$ cat src/rtl/cfg_lut_pkg.sv
// Shared types and helpers for the configurable look-up table.
package cfg_lut_pkg;

   typedef enum logic [1:0] {
      UNCONF = 2'd0,
      LOAD   = 2'd1,
      READY  = 2'd2
   } cfg_state_e;

   // One mode bit followed by a 2**k-entry truth table.
   function automatic int unsigned cfg_width(input int unsigned k);
      return (32'd1 << k) + 32'd1;
   endfunction

endpackage

$ cat src/rtl/lut_mux.sv
// Purely combinational 2**K:1 truth-table select.
module lut_mux #(
   parameter int unsigned K = 4
) (
   input  logic [(2**K)-1:0] tbl,
   input  logic [K-1:0]      sel,
   output logic              f
);

   assign f = tbl[sel];

endmodule

$ cat src/rtl/cfg_lut.sv
// Serially configured K-input LUT with optional registered output and daisy-chained config.
module cfg_lut
   import cfg_lut_pkg::*;
#(
   parameter int unsigned K = 4  // legal range 2..6
) (
   input  logic         clk,
   input  logic         rst_n,
   input  logic         lut_en,
   input  logic [K-1:0] lut_sel,
   input  logic         cfg_en,
   input  logic         cfg_in,
   output logic         cfg_out,
   output logic         cfg_done,
   output logic         cfg_err,
   output logic         lut_out
);

   localparam int unsigned TW    = 2 ** K;
   localparam int unsigned CFG_W = cfg_width(K);
   localparam int unsigned CNT_W = $clog2(CFG_W + 1);

   cfg_state_e       state_q, state_d;
   logic [CFG_W-1:0] cfg_reg_q, cfg_reg_d;
   logic [CNT_W-1:0] cnt_q, cnt_d;
   logic             q_q, q_d;
   logic             err_q, err_d;
   logic             mode;
   logic             f;

   assign mode = cfg_reg_q[CFG_W-1];

   lut_mux #(
      .K(K)
   ) u_lut_mux (
      .tbl(cfg_reg_q[TW-1:0]),
      .sel(lut_sel),
      .f  (f)
   );

   always_comb begin
      state_d   = state_q;
      cfg_reg_d = cfg_reg_q;
      cnt_d     = cnt_q;
      q_d       = q_q;
      err_d     = err_q;
      if (cfg_en) begin
         // Every enabled cycle shifts, including the one that enters LOAD.
         state_d   = LOAD;
         cfg_reg_d = {cfg_reg_q[CFG_W-2:0], cfg_in};
         q_d       = 1'b0;
         err_d     = 1'b0;
         if (state_q != LOAD) begin
            cnt_d = CNT_W'(1);
         end else if (cnt_q != CNT_W'(CFG_W)) begin
            cnt_d = cnt_q + CNT_W'(1);
         end
      end else begin
         unique case (state_q)
            LOAD: begin
               if (cnt_q == CNT_W'(CFG_W)) begin
                  state_d = READY;
               end else begin
                  state_d = UNCONF;
                  err_d   = 1'b1;
               end
            end
            READY: begin
               if (mode && lut_en) begin
                  q_d = f;
               end
            end
            default: ;
         endcase
      end
   end

   always_ff @(posedge clk or negedge rst_n) begin
      if (!rst_n) begin
         state_q   <= UNCONF;
         cfg_reg_q <= '0;
         cnt_q     <= '0;
         q_q       <= 1'b0;
         err_q     <= 1'b0;
      end else begin
         state_q   <= state_d;
         cfg_reg_q <= cfg_reg_d;
         cnt_q     <= cnt_d;
         q_q       <= q_d;
         err_q     <= err_d;
      end
   end

   assign cfg_out  = cfg_reg_q[CFG_W-1];
   assign cfg_done = (state_q == READY);
   assign cfg_err  = err_q;
   assign lut_out  = (state_q == READY) && lut_en && (mode ? q_q : f);

endmodule

$ cat config.mk
export PLATFORM = sky130hd
export DESIGN_NAME = cfg_lut
export DESIGN_NICKNAME = d
export VERILOG_FILES = /design/src/rtl/cfg_lut_pkg.sv /design/src/rtl/lut_mux.sv /design/src/rtl/cfg_lut.sv
export SDC_FILE = /design/constraint.sdc
export NUM_CORES = 1
export LEC_CHECK = 0
export CAP_MARGIN = 20
export CORE_AREA = 2 2 57 59
export DETAILED_ROUTE_END_ITERATION = 10
export DIE_AREA = 0 0 59 61
export DONT_BUFFER_PORTS = 1
export PLACE_DENSITY = 0.68
export SLEW_MARGIN = 20
export SYNTH_ARGS = -nofsm -noshare
export SYNTH_HDL_FRONTEND = slang
export SYNTH_SLANG_ARGS = --single-unit
export TNS_END_PERCENT = 50
$ cat constraint.sdc
create_clock -name clk -period 1.72 [get_ports clk]
set_input_delay 0.172 -clock clk [delete_from_list [all_inputs] [get_ports clk]]
set_output_delay 0.172 -clock clk [all_outputs]
set_load 0.03 [all_outputs]
After elaboration in Yosys (flattened, before gate mapping)
Index checks and enable logic that the tools add are counted.
Operators by class
  add/subtract/negate cells: 1
  $mul: 0
  div/mod/pow operators: 0
  $lt $le $gt $ge: 1
  eq/ne operators: 6
  shift operators: 0
  mux-type cells: 14
  bitwise operators: 0
  reduce and logical (&&, ||, !) cells: 10
Operator list (number)
  5-bit 2-to-1 mux: 2
  1-bit 2-to-1 mux: 8
  2-bit nonzero test: 4
  2-bit 2-to-1 mux: 3
  2-bit AND reduction: 3
  5-bit by 1-bit adder with 5-bit output, second input constant: 1
  5-bit equality test, second input constant: 1
  4-bit by 5-bit < comparator with 1-bit output, second input constant: 1
  5-bit inequality test, second input constant: 1
  1-bit binary-select mux with 4-bit select: 1
  1-bit logical AND: 3
  2-bit by 1-bit equality test with 1-bit output, second input constant: 1
  2-bit equality test, second input constant: 1
  2-bit by 1-bit inequality test with 1-bit output, second input constant: 1
  2-bit inequality test, second input constant: 1
Storage, ports and cells
  flip-flop bits (word level): 26
  latch bits: 0
  bits in writable memories: 0
  bits in read-only memories: 0
  output and inout bits: 4
  memories: 0

Logic depth before layout (Yosys ltp)
Gate-level depths: netlist of run 1.
  depth in word-level cells: 5
  depth in mapped cells: 6
  mapped depth without buffers: 6

Modules after synthesis
From an unflattened synthesis of run 1, not the netlist that was laid out.
Unflattened totals
  cell total of the unflattened synthesis: 89
  area total of the unflattened synthesis: 1271.2 um2
Modules (own cells, without submodules)
  cfg_lut: times used 1, cells an instance 82, area each 1136.1 um2, seq. area each 650.6 um2
  lut_mux: times used 1, cells an instance 7, area each 135.1 um2, seq. area each 0.0 um2

Least setup slack after synthesis of run 1
Ideal clock, no wire load.
  path type: input to output
  start: input lut_sel[2]
  end: output lut_out
  arrival time: 1.358 ns
  required time: 1.548 ns
  slack: 0.190 ns
  stages: 5
  cell sequence: buf_2 mux2_2 o31a_1 o311ai_4 a31oi_1
On the way
  cells in the longest elaborated chain, start to end: 4
RTL lines
  start: declaration: RTL line cfg_lut.sv:10  | input logic [K-1:0] lut_sel,
  1-bit binary-select mux with 4-bit select: RTL line lut_mux.sv:10  | assign f = tbl[sel];
  1-bit 2-to-1 mux (implied by the code): RTL line lut_mux.sv:10
  1-bit 2-to-1 mux: RTL line cfg_lut.sv:97  | assign lut_out = (state_q == READY) && lut_en && (mode ? q_q : f);
  1-bit logical AND: RTL line cfg_lut.sv:97
  end: declaration: RTL line cfg_lut.sv:16  | output logic lut_out
Every way passes these cells. The select of a mux whose other input is x is not followed.

Worst setup path after layout of run 1
  start: register cfg_reg_q[13]
  end: output lut_out
On the way
  cells in the longest elaborated chain, start to end: 4
RTL lines
  start: declaration: RTL line cfg_lut.sv:24  | logic [CFG_W-1:0] cfg_reg_q, cfg_reg_d;
  start signal: assignment: RTL line cfg_lut.sv:87  | cfg_reg_q <= cfg_reg_d;
  1-bit binary-select mux with 4-bit select: RTL line lut_mux.sv:10
  1-bit 2-to-1 mux (implied by the code): RTL line lut_mux.sv:10
  1-bit 2-to-1 mux: RTL line cfg_lut.sv:97
  1-bit logical AND: RTL line cfg_lut.sv:97
Every way passes these cells. The select of a mux whose other input is x is not followed.

==> impl_metrics.env, run 1 <==
export IMPL_synthArstFlopShare=1.00
export IMPL_maxSlewViolCount=0
export IMPL_path_delay_family="multiplexers"
export IMPL_cp_arrival_ns=1.72
export IMPL_netlist_instances=106
export IMPL_status="finished, violations left"
export IMPL_power_density_mw_per_mm2=1160
export IMPL_startpoint_type="register"
export IMPL_postRouteWirelength_mm=2.34
export IMPL_post_dp_hpwl_mm=1.48
export IMPL_antenna_cells_inserted=0
export IMPL_maxCapViolations=0
export IMPL_dr_pass1_iters=4
export IMPL_grt_pass1_vias=818
export IMPL_grt_pass1_wl_mm=3.92
export IMPL_place_congestion=0.742
export IMPL_drt_iter0_markers=36
export IMPL_antenna_found_initial=0
export IMPL_layout_nets=127
export IMPL_violations="setup timing"
export IMPL_worstPathMaxFanout=3
export IMPL_fin_area_mm2=0.00143
export IMPL_syn_to_final_growth_pct=11.4
export IMPL_seq_area_frac_synth=0.506
export IMPL_required_ns=1.55
export IMPL_irDropWorstVdd_v=0.000318
export IMPL_synth_ff_type="dfrtp_1"
export IMPL_tritoncts="done"
export IMPL_synth_edf_count=0
export IMPL_cts_buffer_depth=2
export IMPL_drc=0
export IMPL_ioPinCount=13
export IMPL_path_clk_slew_ns=0.13
export IMPL_clock_skew_ns=0.00169
export IMPL_grt_max_degree=27
export IMPL_die_y_um=61
export IMPL_finalSetupViolations=1
export IMPL_fp_row_count=20
export IMPL_hold_path_class="in2reg"
export IMPL_hold_viol_final=0
export IMPL_coreArea_mm2=0.00295
export IMPL_syn_num_nets=117
export IMPL_placedCellCount=135
export IMPL_cts_root_buf="clkbuf_4"
export IMPL_fp_dieW_um=59
export IMPL_cts_htree_levels=1
export IMPL_cp_cell_sequence="mux4_2 -> nand2b_4 -> o311ai_4 -> a31oi_1 -> buf_4"
export IMPL_grt_usage=0.148
export IMPL_clock_latency_ns=0.31
export IMPL_initial_utilization=0.435
export IMPL_yosysWarnings=0
export IMPL_dieArea_mm2=0.00360
export IMPL_rsz0062_at_grt="yes"
export IMPL_grt_overflow_total=0
export IMPL_crit_path_end_kind="output pin"
export IMPL_syn_avg_cell_area_um2=12.1
export IMPL_layout_drive_gt1_share=0.270
export IMPL_crit_slowest_cell="mux4_2"
export IMPL_clock_fmax_mhz=529
export IMPL_vias=822
export IMPL_finalNonFillerCells=148
export IMPL_cts_buffers=3
export IMPL_hold_slack_ns=0.0125
export IMPL_drtAntennaViolNets=0
export IMPL_dpl_cell_area_mm2=0.00131
export IMPL_vias_per_cell=5.55
export IMPL_layout_setup_ws_ns=-0.169
export IMPL_leakagePower_nw=0.627
export IMPL_ys_types=30
export IMPL_finalPower_mw=1.66
export IMPL_fin_crit_ns=1.89
export IMPL_path_buf_inv=1
export IMPL_finalCritPeriodShare=1.10
export IMPL_portBuffers=0
export IMPL_synth_area_mm2=0.00128
export IMPL_clock_sinks=26
export IMPL_max_slew_margin_rel=0.479
export IMPL_slowest_delay_ns=0.46
export IMPL_worstMarginPinSlew_ns=0.780
export IMPL_ys_seq_elements=26
export IMPL_wire_per_inst_um=15.8
export IMPL_critPathKind="reg2out"
## where the power goes
group / leakage [nW] / switching [mW] / total, mW / internal [mW]
combinational: 0.284 / 0.153 / 0.423 / 0.270
sequential: 0.322 / 0.154 / 0.937 / 0.784
clock: 0.0210 / 0.173 / 0.303 / 0.129
total: 0.627 / 0.480 / 1.66 / 1.18
## metal layers
metal | vias up | GRT usage | routed length, um
met4 | 0 | 0.0682 | 40
met3 | 4 | 0.0235 | 62
met1 | 404 | 0.200 | 1120
met5 | - | 0 | 0
met2 | 13 | 0.233 | 1120
li1 | 401 | - | -
## cells in the mapped netlist, drive strengths merged (2+ instances only)
cell type,number,area [um^2]
and3,2,12.5
buf,2,16.3
clkbuf,3,11.3
dfrtp,26,651
ha,2,25.0
inv,3,11.3
mux2,18,203
mux2i,4,40.0
nand2,7,26.3
nand2b,3,26.3
nand3,4,20.0
nor2,5,18.8
nor2b,2,12.5
o21ai,11,55.1
o32ai,2,17.5
## cells in the final DEF, fill, tap and decap left out, drive strengths merged, types with 2 or more instances in the layout
cell | netlist | routed
nand2 | 7 | 7
mux2 | 18 | 18
nor2b | 2 | 2
inv | 3 | 3
nor2 | 5 | 5
mux2i | 4 | 4
dlygate4sd3 | 0 | 5
clkbuf | 3 | 4
ha | 2 | 2
nand3 | 4 | 4
buf | 2 | 5
o21ai | 11 | 11
nand2b | 3 | 3
dfrtp | 26 | 26
and3 | 2 | 2
o32ai | 2 | 2
## logic make-up (layout without fill, tap and decap cells)
family                     Yosys count  count (layout)  share of synthesized area
buffers and inverters                8              17                     0.0302
and+or+nand+nor                     27              27                      0.119
adders and majority gates            2               2                     0.0195
AOI/OAI and AO/OA                   20              20                      0.116
muxes                               23              23                      0.209
DFF                                 26              26                      0.506
## flip-flops by register name, summed over array words and instances (netlist names)
signal     count
cfg_err        1
cfg_reg_q     17
cnt_q          5
q_q            1
state_q        2
## stage by stage
step | setup slack [ns] | TNS (ns) | util
final | -0.169 | -0.169 | 0.485
after detailed placement | 0.146 | 0 | 0.442
after floorplan | 0.190 | 0 | -
after global placement | 0.182 | 0 | 0.442
after global routing | -0.268 | -0.268 | 0.485
after CTS | -0.172 | -0.172 | 0.481
## area by class of cell
class                      count  area (um^2)
sequential                    26          651
tap                           33         41.3
timing repair buffer          10          100
inverter                       3         11.3
fill                         264         1520
multi-input combinational     72          592
clock buffer                   4         36.3
## path summary, 6_finish.rpt
kind / from / to / slack, ns / cells past startpoint
setup / recovery: cfg_reg_q[13]$_DFFE_PN0P_ / lut_out / -0.17 / 5
hold / removal: cfg_en / cfg_reg_q[11]$_DFFE_PN0P_ / 0.01 / 1
setup reg to reg: cfg_reg_q[13]$_DFFE_PN0P_ / q_q$_DFFE_PN0P_ / 0.26 / 5
hold reg to reg: cnt_q[4]$_DFFE_PN0P_ / cnt_q[4]$_DFFE_PN0P_ / 0.53 / 1
max in group asynchronous: rst_n / cnt_q[4]$_DFFE_PN0P_ / 1.31 / 2
min in group asynchronous: rst_n / cfg_reg_q[5]$_DFFE_PN0P_ / 0.26 / 2
## what timing repair did
| item | in CTS | in global routing |
|---|---|---|
| endpoints found under the setup margin | 1 | 1 |
| hold endpoints to repair | 43 | 5 |
| gates cloned | 0 | 0 |
| setup buffers | 3 | 0 |
| hold buffers | 5 | 1 |
| resized for setup | 1 | 0 |
| pin swaps | 1 | 1 |
Power figures use the tool's default switching activity.
==> run 2, diff against run 1 <==
--- a/config.mk
+++ b/config.mk
@@ -7,6 +7,7 @@
 export LEC_CHECK = 0
+export ABC_AREA = 1
 export CAP_MARGIN = 20
-export CORE_AREA = 2 2 57 59
+export CORE_AREA = 2 2 58 60
 export DETAILED_ROUTE_END_ITERATION = 10
-export DIE_AREA = 0 0 59 61
+export DIE_AREA = 0 0 60 62
 export DONT_BUFFER_PORTS = 1
--- a/constraint.sdc
+++ b/constraint.sdc
@@ -3,2 +3,2 @@
 set_output_delay 0.172 -clock clk [all_outputs]
-set_load 0.03 [all_outputs]
+set_load 0.005 [all_outputs]
==> run 2 against run 1 <==
Against the previous run:
- critical path depth rose by 2
- the run now ends clean
- critical path type is now reg2reg
- first-iteration DRC count down 11%
- non-clock buffer count shrank 2
==> impl_metrics.env, run 2 <==
export IMPL_status="completed"
export IMPL_worstMarginPinSlew_ns=0.951
export IMPL_yosysWarnings=0
export IMPL_fp_row_count=21
export IMPL_irDropWorstVdd_v=0.000428
export IMPL_synthArstFlopShare=1.00
export IMPL_routed_top_layer="met4"
export IMPL_worstSetupPathDepth=7
export IMPL_cp_cell_sequence="inv_1 -> ha_1 -> inv_1 -> nor2_2 -> nand4_2 -> a21oi_2 -> dlygate4sd3_1"
export IMPL_fin_area_mm2=0.00149
export IMPL_synth_common_cells="nand2_1 (37), inv_1 (27), dfrtp_1 (26)"
export IMPL_layout_drive_gt1_share=0.152
export IMPL_grt_overflow_total=0
export IMPL_crit_slowest_cell="dlygate4sd3_1"
export IMPL_reg2regPathDepth=7
export IMPL_cts_htree_levels=1
export IMPL_syn_num_nets=175
export IMPL_dp_slack_ns=0.399
export IMPL_r2r_start="cnt_q[1]$_DFFE_PN0P_"
export IMPL_drt_iter0_markers=32
export IMPL_initial_utilization=0.420
export IMPL_synth_ff_type="dfrtp_1"
export IMPL_fin_crit_ns=1.63
export IMPL_syn_to_final_growth_pct=11.8
export IMPL_leakagePower_nw=0.748
export IMPL_max_slew_margin_rel=0.366
export IMPL_clock_latency_ns=0.32
export IMPL_met3_length_um=115
export IMPL_cpMostUsedCell="inv_1"
export IMPL_regMostFlops="cfg_reg_q"
export IMPL_grt_max_degree=33
export IMPL_wire_per_inst_um=10.6
export IMPL_maxSlewViolCount=0
export IMPL_hold_slack_ns=0.0334
export IMPL_drtAntennaViolNets=0
export IMPL_synth_edf_count=0
export IMPL_cp_arrival_ns=1.90
export IMPL_hold_depth=2
export IMPL_path_delay_family="buffers and inverters"
export IMPL_portBuffers=0
export IMPL_fill_cells=311
export IMPL_min_from="cfg_en"
export IMPL_seq_area_frac_synth=0.488
export IMPL_power_density_mw_per_mm2=885
export IMPL_grt_pass1_wl_mm=3.99
export IMPL_clock_skew_ns=0.00173
export IMPL_grt_usage=0.145
export IMPL_hold_path_class="in2reg"
export IMPL_path_clk_slew_ns=0.14
export IMPL_place_congestion=0.813
export IMPL_rrSetupSlack_ns=0.09
export IMPL_finalSetupViolations=0
export IMPL_post_dp_hpwl_mm=1.63
export IMPL_fin_util=0.469
export IMPL_layout_nets=183
export IMPL_layout_setup_ws_ns=0.0850
export IMPL_coreArea_mm2=0.00318
export IMPL_vias_per_cell=4.75
export IMPL_yosysMostFrequentCell="nand2_1"
export IMPL_reg_top3="cfg_reg_q: 17 flops, cnt_q: 5 flops, state_q: 2 flops"
export IMPL_slowest_delay_ns=0.56
export IMPL_grt_pass1_vias=930
export IMPL_tritoncts="done"
export IMPL_dieArea_mm2=0.00372
export IMPL_critPathKind="reg2reg"
export IMPL_path_buf_inv=3
export IMPL_synth_area_leaders="dfrtp_1 (49%), nand2_1 (10%), inv_1 (7.6%), o21ai_0 (7.5%), nand3_2 (5.3%)"
export IMPL_cts_buffer_depth=2
export IMPL_synth_area_mm2=0.00133
export IMPL_ys_seq_elements=26
export IMPL_die_y_um=62
export IMPL_crit_path_end_kind="register"
export IMPL_postRouteWirelength_mm=2.31
export IMPL_cts_buffers=3
export IMPL_required_ns=1.99
export IMPL_rsz0062_at_grt="yes"
export IMPL_worstPathMaxFanout=2
export IMPL_wl_met2_mm=1.14
export IMPL_ys_types=21
export IMPL_syn_avg_cell_area_um2=8.13
export IMPL_antenna_cells_inserted=0
export IMPL_ioPinCount=13
export IMPL_yosys_area_top_type="dfrtp_1"
export IMPL_cts_root_buf="clkbuf_4"
export IMPL_synth_top_area_frac=0.488
export IMPL_netlist_instances=164
export IMPL_dpl_cell_area_mm2=0.00136
export IMPL_final_common_cell="nand2_1"
export IMPL_vias=1031
export IMPL_maxCapViolations=0
export IMPL_finalCritPeriodShare=0.951
export IMPL_largest_reg_flops=17
export IMPL_fin_tns_setup_ns=0
export IMPL_whs_endpoint="cnt_q[0]$_DFFE_PN0P_"
export IMPL_final_cell_mix="nand2_1 (37), inv_1 (27), dfrtp_1 (26), o21ai_0 (20)"
export IMPL_hold_viol_final=0
export IMPL_startpoint_type="register"
export IMPL_worstReg2RegEnd="state_q[1]$_DFFE_PN0P_"
export IMPL_drc=0
export IMPL_fp_dieW_um=60
export IMPL_clock_sinks=26
export IMPL_clock_fmax_mhz=612
export IMPL_antenna_found_initial=0
export IMPL_dr_pass1_iters=4
export IMPL_wl_met1_mm=1.02
run 2: worst max-delay path by stage:
stage | startpoint | to | slack, ns
3_3_place_gp | cnt_q[1]$_DFFE_PN0P_ | cnt_q[2]$_DFFE_PN0P_ | 0.48
3_5_place_dp | cnt_q[1]$_DFFE_PN0P_ | cnt_q[2]$_DFFE_PN0P_ | 0.40
5_1_grt | cnt_q[0]$_DFFE_PN0P_ | state_q[1]$_DFFE_PN0P_ | -0.01
6_report | cnt_q[1]$_DFFE_PN0P_ | state_q[1]$_DFFE_PN0P_ | 0.09
2_1_floorplan | cnt_q[1]$_DFFE_PN0P_ | cnt_q[2]$_DFFE_PN0P_ | 0.50
4_1_cts | cfg_en | cnt_q[2]$_DFFE_PN0P_ | 0.04
run 2: cells by family after synthesis:
family	synth area share
compound gates	0.0938
xor+xnor	0.0131
fa+ha+maj	0.0188
buf+inv	0.113
flops	0.488
simple gates	0.274
run 2: metrics by stage:
| stage | cells | power [mW] |
|---|---|---|
| floorplan | 164 | 0.942 |
| global placement | 205 | 0.958 |
| detailed placement | 205 | 0.973 |
| CTS | 216 | 1.33 |
| global route | 217 | 1.42 |
| finish | 217 | 1.32 |
run 2: repair_timing:
action	CTS	global route
endpoints found under the hold margin	46	0
resized for setup	0	3
endpoints found under the setup margin	0	4
hold buffers	7	0
setup buffers	0	1
run 2: worst register-to-register path: stages (launching register included):
cell and delay, ns:
dfrtp_1 0.40, inv_1 0.07, ha_1 0.13, inv_1 0.04, nor2_2 0.10, nand4_2 0.14, a21oi_2 0.14, dlygate4sd3_1 0.56
run 2: where the power goes:
part           total [mW]  leakage (nW)  internal [mW]  switching, mW
clock network       0.309        0.0210          0.129          0.179
logic               0.265         0.389          0.111          0.154
registers           0.747         0.338          0.694         0.0527
run 2: area by class of cell:
cell class / instances / area, um^2 / area share
flip-flops and latches: 26 / 651 / 0.436
clock buffers: 4 / 36.3 / 0.0243
well taps: 46 / 57.6 / 0.0386
multi-input cells: 103 / 539 / 0.362
repair buffers: 8 / 90.1 / 0.0604
inverters: 30 / 118 / 0.0789
run 2: routing by layer:
| layer | GRT usage | up-vias |
|---|---|---|
| li1 | - | 519 |
| met1 | 0.180 | 487 |
| met2 | 0.252 | 21 |
| met3 | 0.0228 | 4 |
| met4 | 0.0667 | 0 |
| met5 | 0 | - |
==> run 3, diff against run 2 <==
- DONT_BUFFER_PORTS: 1 -> not set
- PLACE_DENSITY: 0.68 -> 0.73
- SETUP_SLACK_MARGIN: not set -> 0.3
- SKIP_LAST_GASP: not set -> 1
==> run 3 against run 2 <==
Against the previous run:
- core utilization is 6.3 points higher
- combinational power grew 45%
- non-clock buffer count grew 23
- die area stayed put
- fmax increased by 2.8%
- hold slack improved by 0.17 ns
- critical path depth rose by 3
- sequential share of layout area fell by 5.2 points
==> impl_metrics.env, run 3 (synthesis gave the netlist of run 2 again) <==
export IMPL_maxSlewViolCount=0
export IMPL_grt_pass1_vias=982
export IMPL_fin_crit_ns=1.59
export IMPL_wire_per_inst_um=11.1
export IMPL_dp_slack_ns=-0.249
export IMPL_fp_row_count=21
export IMPL_regMostFlops="cfg_reg_q"
export IMPL_drt_iter0_markers=80
export IMPL_largest_reg_flops=17
export IMPL_drtAntennaViolNets=0
export IMPL_layout_drive_gt1_share=0.306
export IMPL_cts_buffers=3
export IMPL_clock_sinks=26
export IMPL_max_slew_margin_rel=0.781
export IMPL_antenna_cells_inserted=0
export IMPL_hold_viol_final=0
export IMPL_drc=0
export IMPL_crit_path_end_kind="register"
export IMPL_post_dp_hpwl_mm=1.67
export IMPL_grt_usage=0.144
export IMPL_cts_root_buf="clkbuf_4"
export IMPL_power_density_mw_per_mm2=817
export IMPL_worstMarginPinSlew_ns=0.328
export IMPL_power_frac_seq=0.544
export IMPL_fin_tns_setup_ns=0
export IMPL_startpoint_type="register"
export IMPL_p_sw_frac=0.309
export IMPL_worstPathMaxFanout=2
export IMPL_vias_per_cell=4.62
export IMPL_clkPwrFrac=0.179
export IMPL_layout_nets=206
export IMPL_place_congestion=0.822
export IMPL_cts_htree_levels=1
export IMPL_fp_dieW_um=60
export IMPL_vias=1103
export IMPL_rsz0062_at_grt="yes"
export IMPL_met3_length_um=57
export IMPL_final_cell_mix="nand2_1 (35), dfrtp_1 (26), inv_1 (19), o21ai_0 (19), nand3_2 (15)"
export IMPL_final_common_cell="nand2_1"
export IMPL_cp_arrival_ns=1.84
export IMPL_switching_power_mw=0.427
export IMPL_fin_area_mm2=0.00169
export IMPL_cts_buffer_depth=2
export IMPL_antenna_found_initial=0
export IMPL_hold_slack_ns=0.203
export IMPL_critPathKind="reg2reg"
export IMPL_tritoncts="done"
export IMPL_dpl_cell_area_mm2=0.00152
export IMPL_p_int_mw=0.956
export IMPL_hold_path_class="in2async"
export IMPL_postRouteWirelength_mm=2.65
export IMPL_grt_pass1_wl_mm=4.04
export IMPL_ioPinCount=13
export IMPL_dieArea_mm2=0.00372
export IMPL_grt_overflow_total=0
export IMPL_clock_latency_ns=0.31
export IMPL_initial_utilization=0.420
export IMPL_coreArea_mm2=0.00318
export IMPL_dr_pass1_iters=4
export IMPL_layout_setup_ws_ns=0.130
export IMPL_die_y_um=62
export IMPL_reg_top3="cfg_reg_q: 17 flops, cnt_q: 5 flops, state_q: 2 flops"
export IMPL_portBuffers=12
export IMPL_grt_max_degree=27
export IMPL_irDropWorstVdd_v=0.000262
export IMPL_syn_to_final_growth_pct=26.9
export IMPL_required_ns=1.97
export IMPL_clock_skew_ns=0.00196
export IMPL_finalSetupViolations=0
export IMPL_combPwrFrac=0.277
export IMPL_status="completed"
export IMPL_clock_fmax_mhz=629
export IMPL_wl_met2_mm=1.34
export IMPL_finalCritPeriodShare=0.925
export IMPL_fill_cells=293
export IMPL_wl_met1_mm=1.15
export IMPL_routed_top_layer="met4"
export IMPL_path_clk_slew_ns=0.13
export IMPL_leakagePower_nw=0.841
export IMPL_maxCapViolations=0
-- run 3: cell types whose count changed in the layout (fill, tap and decap cells not counted), moves of 2 or more --
| cell | before | now |
|---|---|---|
| dlygate4sd3_1 | 5 | 0 |
| inv_1 | 27 | 19 |
| dlygate4sd2_1 | 0 | 3 |
| nand2_2 | 5 | 7 |
| nand2_1 | 37 | 35 |
| nand3_1 | 11 | 3 |
| clkdlybuf4s50_1 | 0 | 8 |
| inv_2 | 2 | 10 |
| buf_6 | 0 | 4 |
| buf_4 | 1 | 14 |
| buf_2 | 0 | 2 |
| nand3_2 | 7 | 15 |
-- run 3: worst max-delay path: stages (launching register included) --
cell and delay, ns:
dfrtp_1 0.41, inv_2 0.07, buf_6 0.11, buf_4 0.12
buf_6 0.10, buf_4 0.12, buf_4 0.13, buf_6 0.10
buf_4 0.12, buf_4 0.12, o21ai_1 0.12
-- run 3: metal layers --
metal | vias to the layer above | track usage
li1 | 577 | -
met1 | 491 | 0.175
met2 | 25 | 0.238
met3 | 10 | 0.0166
met4 | 0 | 0.105
met5 | - | 0
-- run 3: path summary, 6_finish.rpt --
check,from,to,slack (ns),cells past startpoint
max in group asynchronous,rst_n,cfg_err$_DFFE_PN0P_,1.27,2
worst min-delay path,rst_n,cfg_reg_q[7]$_DFFE_PN0P_,0.20,2
min in group clk,cfg_in,cfg_reg_q[0]$_DFFE_PN0P_,0.44,3
worst max register to register,cfg_reg_q[9]$_DFFE_PN0P_,cfg_reg_q[9]$_DFFE_PN0P_,0.13,10
worst max-delay path,cfg_reg_q[9]$_DFFE_PN0P_,cfg_reg_q[9]$_DFFE_PN0P_,0.13,10
worst min register to register,cfg_reg_q[12]$_DFFE_PN0P_,cfg_reg_q[13]$_DFFE_PN0P_,0.50,2
-- run 3: repair_timing --
item | in CTS | in global routing
endpoints found under the setup margin | 2 | 4
setup buffers | 11 | 2
hold buffers | 0 | 0
resized for setup | 16 | 14
cloned | 1 | 0
pin swaps | 7 | 8
-- run 3: layout make-up --
| type | count | area (um^2) | share of cell area |
|---|---|---|---|
| Clock buffer | 3 | 22.5 | 0.0133 |
| Inverter | 30 | 118 | 0.0695 |
| Multi-Input combinational cell | 103 | 578 | 0.341 |
| Sequential cell | 26 | 651 | 0.384 |
| Tap cell | 46 | 57.6 | 0.0340 |
| Timing Repair Buffer | 31 | 267 | 0.157 |
-- run 3: power groups by stage --
stage	logic [mW]	registers [mW]	clock network, mW
2_1_floorplan	0.193	0.748	0
3_3_place_gp	0.277	0.755	0
3_5_place_dp	0.280	0.759	0
4_1_cts	0.341	0.748	0.257
5_1_grt	0.435	0.763	0.278
6_report	0.383	0.753	0.248
-- run 3: per-stage QoR --
stage | instances | utilization | power, mW
after floorplan | 164 | - | 0.942
after global placement | 222 | 0.477 | 1.03
after detailed placement | 222 | 0.477 | 1.04
after CTS | 237 | 0.516 | 1.35
after global routing | 239 | 0.532 | 1.48
final | 239 | 0.532 | 1.38
